<file path="src/rtl/color_stream_pkg.sv">
// color_stream_pkg: shared defaults, word record layout and lane keep-mask helper
package color_stream_pkg;
  localparam int COLOR_WIDTH_DEFAULT = 8;
  localparam int SAMPLES_PER_WORD_DEFAULT = 4;
  typedef struct packed {
    logic last;
    logic [SAMPLES_PER_WORD_DEFAULT-1:0] keep;
    logic [COLOR_WIDTH_DEFAULT*SAMPLES_PER_WORD_DEFAULT-1:0] data;
  } color_word_t;
  function automatic logic [31:0] keep_mask(input int unsigned lane);
    return 32'((64'd2 << lane) - 64'd1);
  endfunction
endpackage

</file>
<file path="src/rtl/color_word_fifo.sv">
// color_word_fifo: synchronous word FIFO with full/empty/level and zeroed output when empty
module color_word_fifo #(
  parameter int WIDTH = 37,
  parameter int DEPTH = 4,
  localparam int AW = $clog2(DEPTH)
) (
  input  logic             clk,
  input  logic             reset,
  input  logic             push,
  input  logic [WIDTH-1:0] din,
  input  logic             pop,
  output logic [WIDTH-1:0] dout,
  output logic             full,
  output logic             empty,
  output logic [AW:0]      level
);
  localparam logic [AW:0] ONE = 1;
  logic [AW:0] wr_q, wr_d, rd_q, rd_d;
  logic [WIDTH-1:0] mem_q [DEPTH];
  logic do_push;
  always_comb begin
    empty = wr_q == rd_q;
    full = (wr_q[AW] != rd_q[AW]) && (wr_q[AW-1:0] == rd_q[AW-1:0]);
    level = wr_q - rd_q;
    dout = empty ? '0 : mem_q[rd_q[AW-1:0]];
    do_push = push && !full;
    wr_d = do_push ? wr_q + ONE : wr_q;
    rd_d = (pop && !empty) ? rd_q + ONE : rd_q;
  end
  always_ff @(posedge clk or negedge reset) begin
    if (!reset) begin
      wr_q <= '0;
      rd_q <= '0;
    end else begin
      wr_q <= wr_d;
      rd_q <= rd_d;
    end
  end
  always_ff @(posedge clk) begin
    if (do_push) mem_q[wr_q[AW-1:0]] <= din;
  end
endmodule

</file>
<file path="src/rtl/color_sample_packer.sv">
// color_sample_packer: packs color samples into lane words, flushes on in_last, buffers words in a FIFO
module color_sample_packer
  import color_stream_pkg::*;
#(
  parameter int COLOR_WIDTH = COLOR_WIDTH_DEFAULT,
  parameter int SAMPLES_PER_WORD = SAMPLES_PER_WORD_DEFAULT,
  parameter int FIFO_DEPTH = 4
) (
  input  logic                                  clk,
  input  logic                                  reset,
  input  logic                                  in_valid,
  output logic                                  in_ready,
  input  logic [COLOR_WIDTH-1:0]                in_color,
  input  logic                                  in_last,
  output logic                                  out_valid,
  input  logic                                  out_ready,
  output logic [COLOR_WIDTH*SAMPLES_PER_WORD-1:0] out_data,
  output logic [SAMPLES_PER_WORD-1:0]           out_keep,
  output logic                                  out_last,
  output logic [$clog2(FIFO_DEPTH+1)-1:0]       fifo_level
);
  localparam int LW = $clog2(SAMPLES_PER_WORD);
  localparam int DW = COLOR_WIDTH * SAMPLES_PER_WORD;
  localparam int WW = DW + SAMPLES_PER_WORD + 1;
  logic [LW-1:0] lane_q, lane_d;
  logic [DW-1:0] acc_q, acc_d, word_data;
  logic [SAMPLES_PER_WORD-1:0] word_keep;
  logic [WW-1:0] fifo_dout;
  logic ready_q, accept, close, fifo_full, fifo_empty;
  always_comb begin
    in_ready = ready_q && !fifo_full;
    accept = in_valid && in_ready;
    close = accept && (in_last || lane_q == LW'(SAMPLES_PER_WORD - 1));
    word_data = acc_q;
    word_data[lane_q*COLOR_WIDTH +: COLOR_WIDTH] = in_color;
    word_keep = SAMPLES_PER_WORD'(keep_mask(32'(lane_q)));
    lane_d = !accept ? lane_q : close ? '0 : LW'(lane_q + 1);
    acc_d = !accept ? acc_q : close ? '0 : word_data;
    out_valid = !fifo_empty;
    {out_last, out_keep, out_data} = fifo_dout;
  end
  always_ff @(posedge clk or negedge reset) begin
    if (!reset) begin
      lane_q <= '0;
      acc_q <= '0;
      ready_q <= 1'b0;
    end else begin
      lane_q <= lane_d;
      acc_q <= acc_d;
      ready_q <= 1'b1;
    end
  end
  color_word_fifo #(.WIDTH(WW), .DEPTH(FIFO_DEPTH)) u_fifo (
    .clk   (clk),
    .reset (reset),
    .push  (close),
    .din   ({in_last, word_keep, word_data}),
    .pop   (out_valid && out_ready),
    .dout  (fifo_dout),
    .full  (fifo_full),
    .empty (fifo_empty),
    .level (fifo_level)
  );
endmodule

</file>
<file path="config.mk">
export PLATFORM = sky130hd
export DESIGN_NAME = color_sample_packer
export DESIGN_NICKNAME = d
export VERILOG_FILES = /design/src/rtl/color_stream_pkg.sv /design/src/rtl/color_word_fifo.sv /design/src/rtl/color_sample_packer.sv
export SDC_FILE = /design/constraint.sdc
export NUM_CORES = 1
export LEC_CHECK = 0
export BUFFER_PORTS_ARGS = -buffer_cell sky130_fd_sc_hd__buf_4
export CORE_MARGIN = 1.5
export CORE_UTILIZATION = 53
export DETAILED_ROUTE_END_ITERATION = 7
export GPL_TIMING_DRIVEN = 0
export PLACE_DENSITY = 0.74
export SETUP_SLACK_MARGIN = 0.02
export SLEW_MARGIN = 40
export SYNTH_ARGS = -nofsm -noshare
export SYNTH_HDL_FRONTEND = slang
export SYNTH_SLANG_ARGS = --single-unit
export TNS_END_PERCENT = 5
</file>
<file path="constraint.sdc">
create_clock -name clk -period 5.1 [get_ports clk]
set_clock_uncertainty 0.05 [all_clocks]
set_input_delay 0.51 -clock clk [delete_from_list [all_inputs] [get_ports clk]]
set_output_delay 0.51 -clock clk [all_outputs]
set_load 0.005 [all_outputs]
</file>
==> impl_metrics.yaml <==
setup_path:
  crit_arrival_ns: 3.64
  path_max_fanout: 10
  rr_endpoint: "u_fifo.mem_q[1][18]$_DFFE_PP_"
  critPathRequiredTime_ns: 4.54
  worstSetupStartpointType: "flip-flop"
  rrSetupSlack_ns: 1.50
  r2r_cells: 10
  cp-startpoint: "u_fifo.rd_q[1]$_DFFE_PN0P_"
  end_kind: "output pin"
  r2r_start: "u_fifo.rd_q[1]$_DFFE_PN0P_"
  path_class: "reg -> out"
clocking:
  root_buffer: "clkbuf_16"
  clock_latency_ns: 0.42
  cts_buffers: 17
  postCtsSetupBuffers: 0
  cts.clk_slew.worst_paths_ns: 0.07
  clock_sinks: 185
  hold_buffers: 0
  cts-htree-levels: 4
  cts_resized: 0
  cts_buffer_depth: 2
  cts_tree: "built"
grt:
  grt_max_degree: 42
  grt_pass1_wl_um: 24400
  antenna_found_initial: 0
  grt_usage_pct: 20.9
  grt_pass1_vias: 4314
  grt-ovfl-total: 0
logic_synthesis:
  ys_seq_area_share_pct: 68.1
  syn_nets: 466
  synth_flop_cell: "edfxtp_1"
  ys_ff_latch: 185
  async_flop_share_pct: 22.2
  ys_types: 44
  synth_warnings: 0
  netlist_area_sq_mm: 0.00786
  synth-edff-count: 144
  avgSynthCellArea_sq_um: 17.9
  syn_inst: 439
power_and_ir_drop:
  p_sw_share_pct: 32.2
  comb_power_share_pct: 37.8
  p_leak_nw: 3.30
  irDropWorstVdd_v: 0.000462
  p_sw_mw: 1.64
  power.total_mw: 5.11
  pwr-share-seq_pct: 37.3
  cellPowerDensity_mw_per_mm2: 559
  p_int_mw: 3.46
  power_frac_clock_pct: 24.9
floorplanning:
  die_y_um: 125
  pin_count: 55
  initial_core_util_pct: 54.1
  dieArea_sq_mm: 0.0156
  row_count: 44
  die_x_um: 125
  core_area_sq_mm: 0.0145
route:
  drt_iter0_drc: 467
  firstDrtPassIters: 5
  avgViaCountPerCell: 6.07
  routed_wl_um: 15500
  vias: 4296
  ant_nets: 0
  wl_per_cell_um: 21.9
  drc_errors: 0
timing:
  timing.slew.headroom_pct: 56.7
  max_freq_ghz: 0.238
  hold_slack_ns: 0.0109
  drv_slew: 0
  fin_crit_ns: 4.20
  rsz0062_at_grt: "false"
  worst_pin_slew_ns: 0.650
  setup_viol: 0
  report.final.hold_viol_count: 0
  finalCritPeriodShare_pct: 82.4
layout:
  fill_cells: 1046
  nets: 538
  seq_area_sq_mm: 0.00535
  n_antenna_cell: 0
  area_delta_synth_final_pct: 16.3
  drive_gt1_share_pct: 29.4
  multi_input_area_sq_mm: 0.00233
status:
  outcome: "completed"
job:
  maxCapViolCount: 0
place:
  numPortBuffers: 46
  hpwl_um: 9880
  gp_congestion: 0.769
min_path:
  hold_class: "in -> async"
-- sequential cells by signal (all words and copies together), names as in the netlist --
register	count
u_fifo.rd_q	3
ready_q	1
u_fifo.wr_q	3
lane_q	2
acc_q	32
u_fifo.mem_q	144
-- per-layer routing --
metal	vias up	GRT usage (%)	part of all wire [%]
li1	1881	-	-
met1	2252	29.4	44
met2	140	33.5	50
met3	23	3.78	4.2
met4	0	7.03	1.9
met5	-	0	0
-- Yosys cell counts, types with 2 or more instances --
cell | instances | area (sq um)
edfxtp_1 | 144 | 4320
a22o_1 | 56 | 490
dfrtp_1 | 41 | 1030
mux4_2 | 36 | 811
nor2b_1 | 36 | 225
inv_1 | 20 | 75.1
ha_1 | 13 | 163
buf_1 | 10 | 37.5
a211oi_2 | 8 | 100
a31oi_1 | 8 | 50.1
buf_2 | 8 | 40.0
and2_1 | 5 | 31.3
clkbuf_1 | 5 | 18.8
xnor2_1 | 5 | 43.8
nor2_1 | 4 | 15.0
nand2_1 | 3 | 11.3
o211ai_2 | 3 | 37.5
or3_1 | 3 | 18.8
a2111oi_4 | 2 | 55.1
a211oi_1 | 2 | 15.0
buf_4 | 2 | 15.0
mux2_1 | 2 | 22.5
o211ai_1 | 2 | 15.0
-- metrics by stage --
step / instance area [sq um] / setup TNS, ns / util (%) / cells / setup WS [ns]
3_5_place_dp: 8560 / 0 / 58.9 / 676 / 1.28
5_1_grt: 9140 / 0 / 62.9 / 708 / 0.577
3_3_place_gp: 8440 / -94.26 / 58.0 / 669 / -2.55
6_report: 9140 / 0 / 62.9 / 708 / 0.898
4_1_cts: 9140 / 0 / 62.9 / 708 / 0.824
2_1_floorplan: 7860 / 0 / - / 439 / 0.0419
-- final cells by class --
cell class | instances | share of cell area [%]
Inverter | 21 | 0.863
Buffer | 26 | 1.34
Sequential cell | 185 | 58.6
Multi-Input combinational cell | 207 | 25.5
Clock buffer | 18 | 4.70
Timing Repair Buffer | 53 | 4.93
Tap cell | 184 | 2.52
Clock inverter | 14 | 1.62
-- worst max-delay path, cell delays in order, from the launching register on --
cell and delay (ns):
dfrtp_1 0.46, buf_2 0.34, buf_1 0.52, inv_1 0.10, ha_1 0.31, nand2_1 0.26
nor2_2 0.54, buf_2 0.34, inv_1 0.09, buf_4 0.13, buf_4 0.12
-- cells by family (layout without fill, tap and decap cells) --
logic type      Yosys count  after routing  share of synthesized area (%)
mux                      39             39                           10.7
simple gates             58             58                           4.60
other cells               1              1                         0.0477
compound gates           87             87                           10.4
buf+inv                  47            132                           2.56
xor+xnor                  8              8                           1.23
fa+ha+maj                14             14                           2.32
flops                   185            185                           68.1
-- power groups by stage --
stage / clock network [mW] / logic [mW] / registers (mW)
3_5_place_dp: 0 / 1.95 / 1.94
5_1_grt: 1.34 / 2.11 / 1.92
2_1_floorplan: 0 / 1.15 / 1.91
3_3_place_gp: 0 / 1.88 / 1.93
6_report: 1.27 / 1.93 / 1.91
4_1_cts: 1.28 / 1.96 / 1.90
-- worst max path at each step --
| stage | slack [ns] | depth (start not counted) | end |
|---|---|---|---|
| final | 0.90 | 10 | out_keep[0] |
| after global routing | 0.58 | 10 | out_keep[0] |
| after CTS | 0.82 | 10 | out_keep[0] |
| after detailed placement | 1.28 | 10 | out_keep[0] |
| after global placement | -2.55 | 7 | u_fifo.mem_q[3][5]$_DFFE_PP_ |
| after floorplan | 0.04 | 7 | u_fifo.mem_q[3][0]$_DFFE_PP_ |
-- cells in the final DEF, fill, tap and decap left out, types with 4 or more instances in the layout --
cell,count
a22o_1,56
mux4_2,36
clkinv_4,4
buf_4,50
xnor2_1,5
a211oi_2,8
inv_1,20
nor2_1,4
a31oi_1,8
clkbuf_16,17
ha_1,13
buf_2,8
dfrtp_1,41
nor2b_1,36
clkbuf_1,6
edfxtp_1,144
buf_1,10
Note: power is estimated with default switching activity, not from simulation.
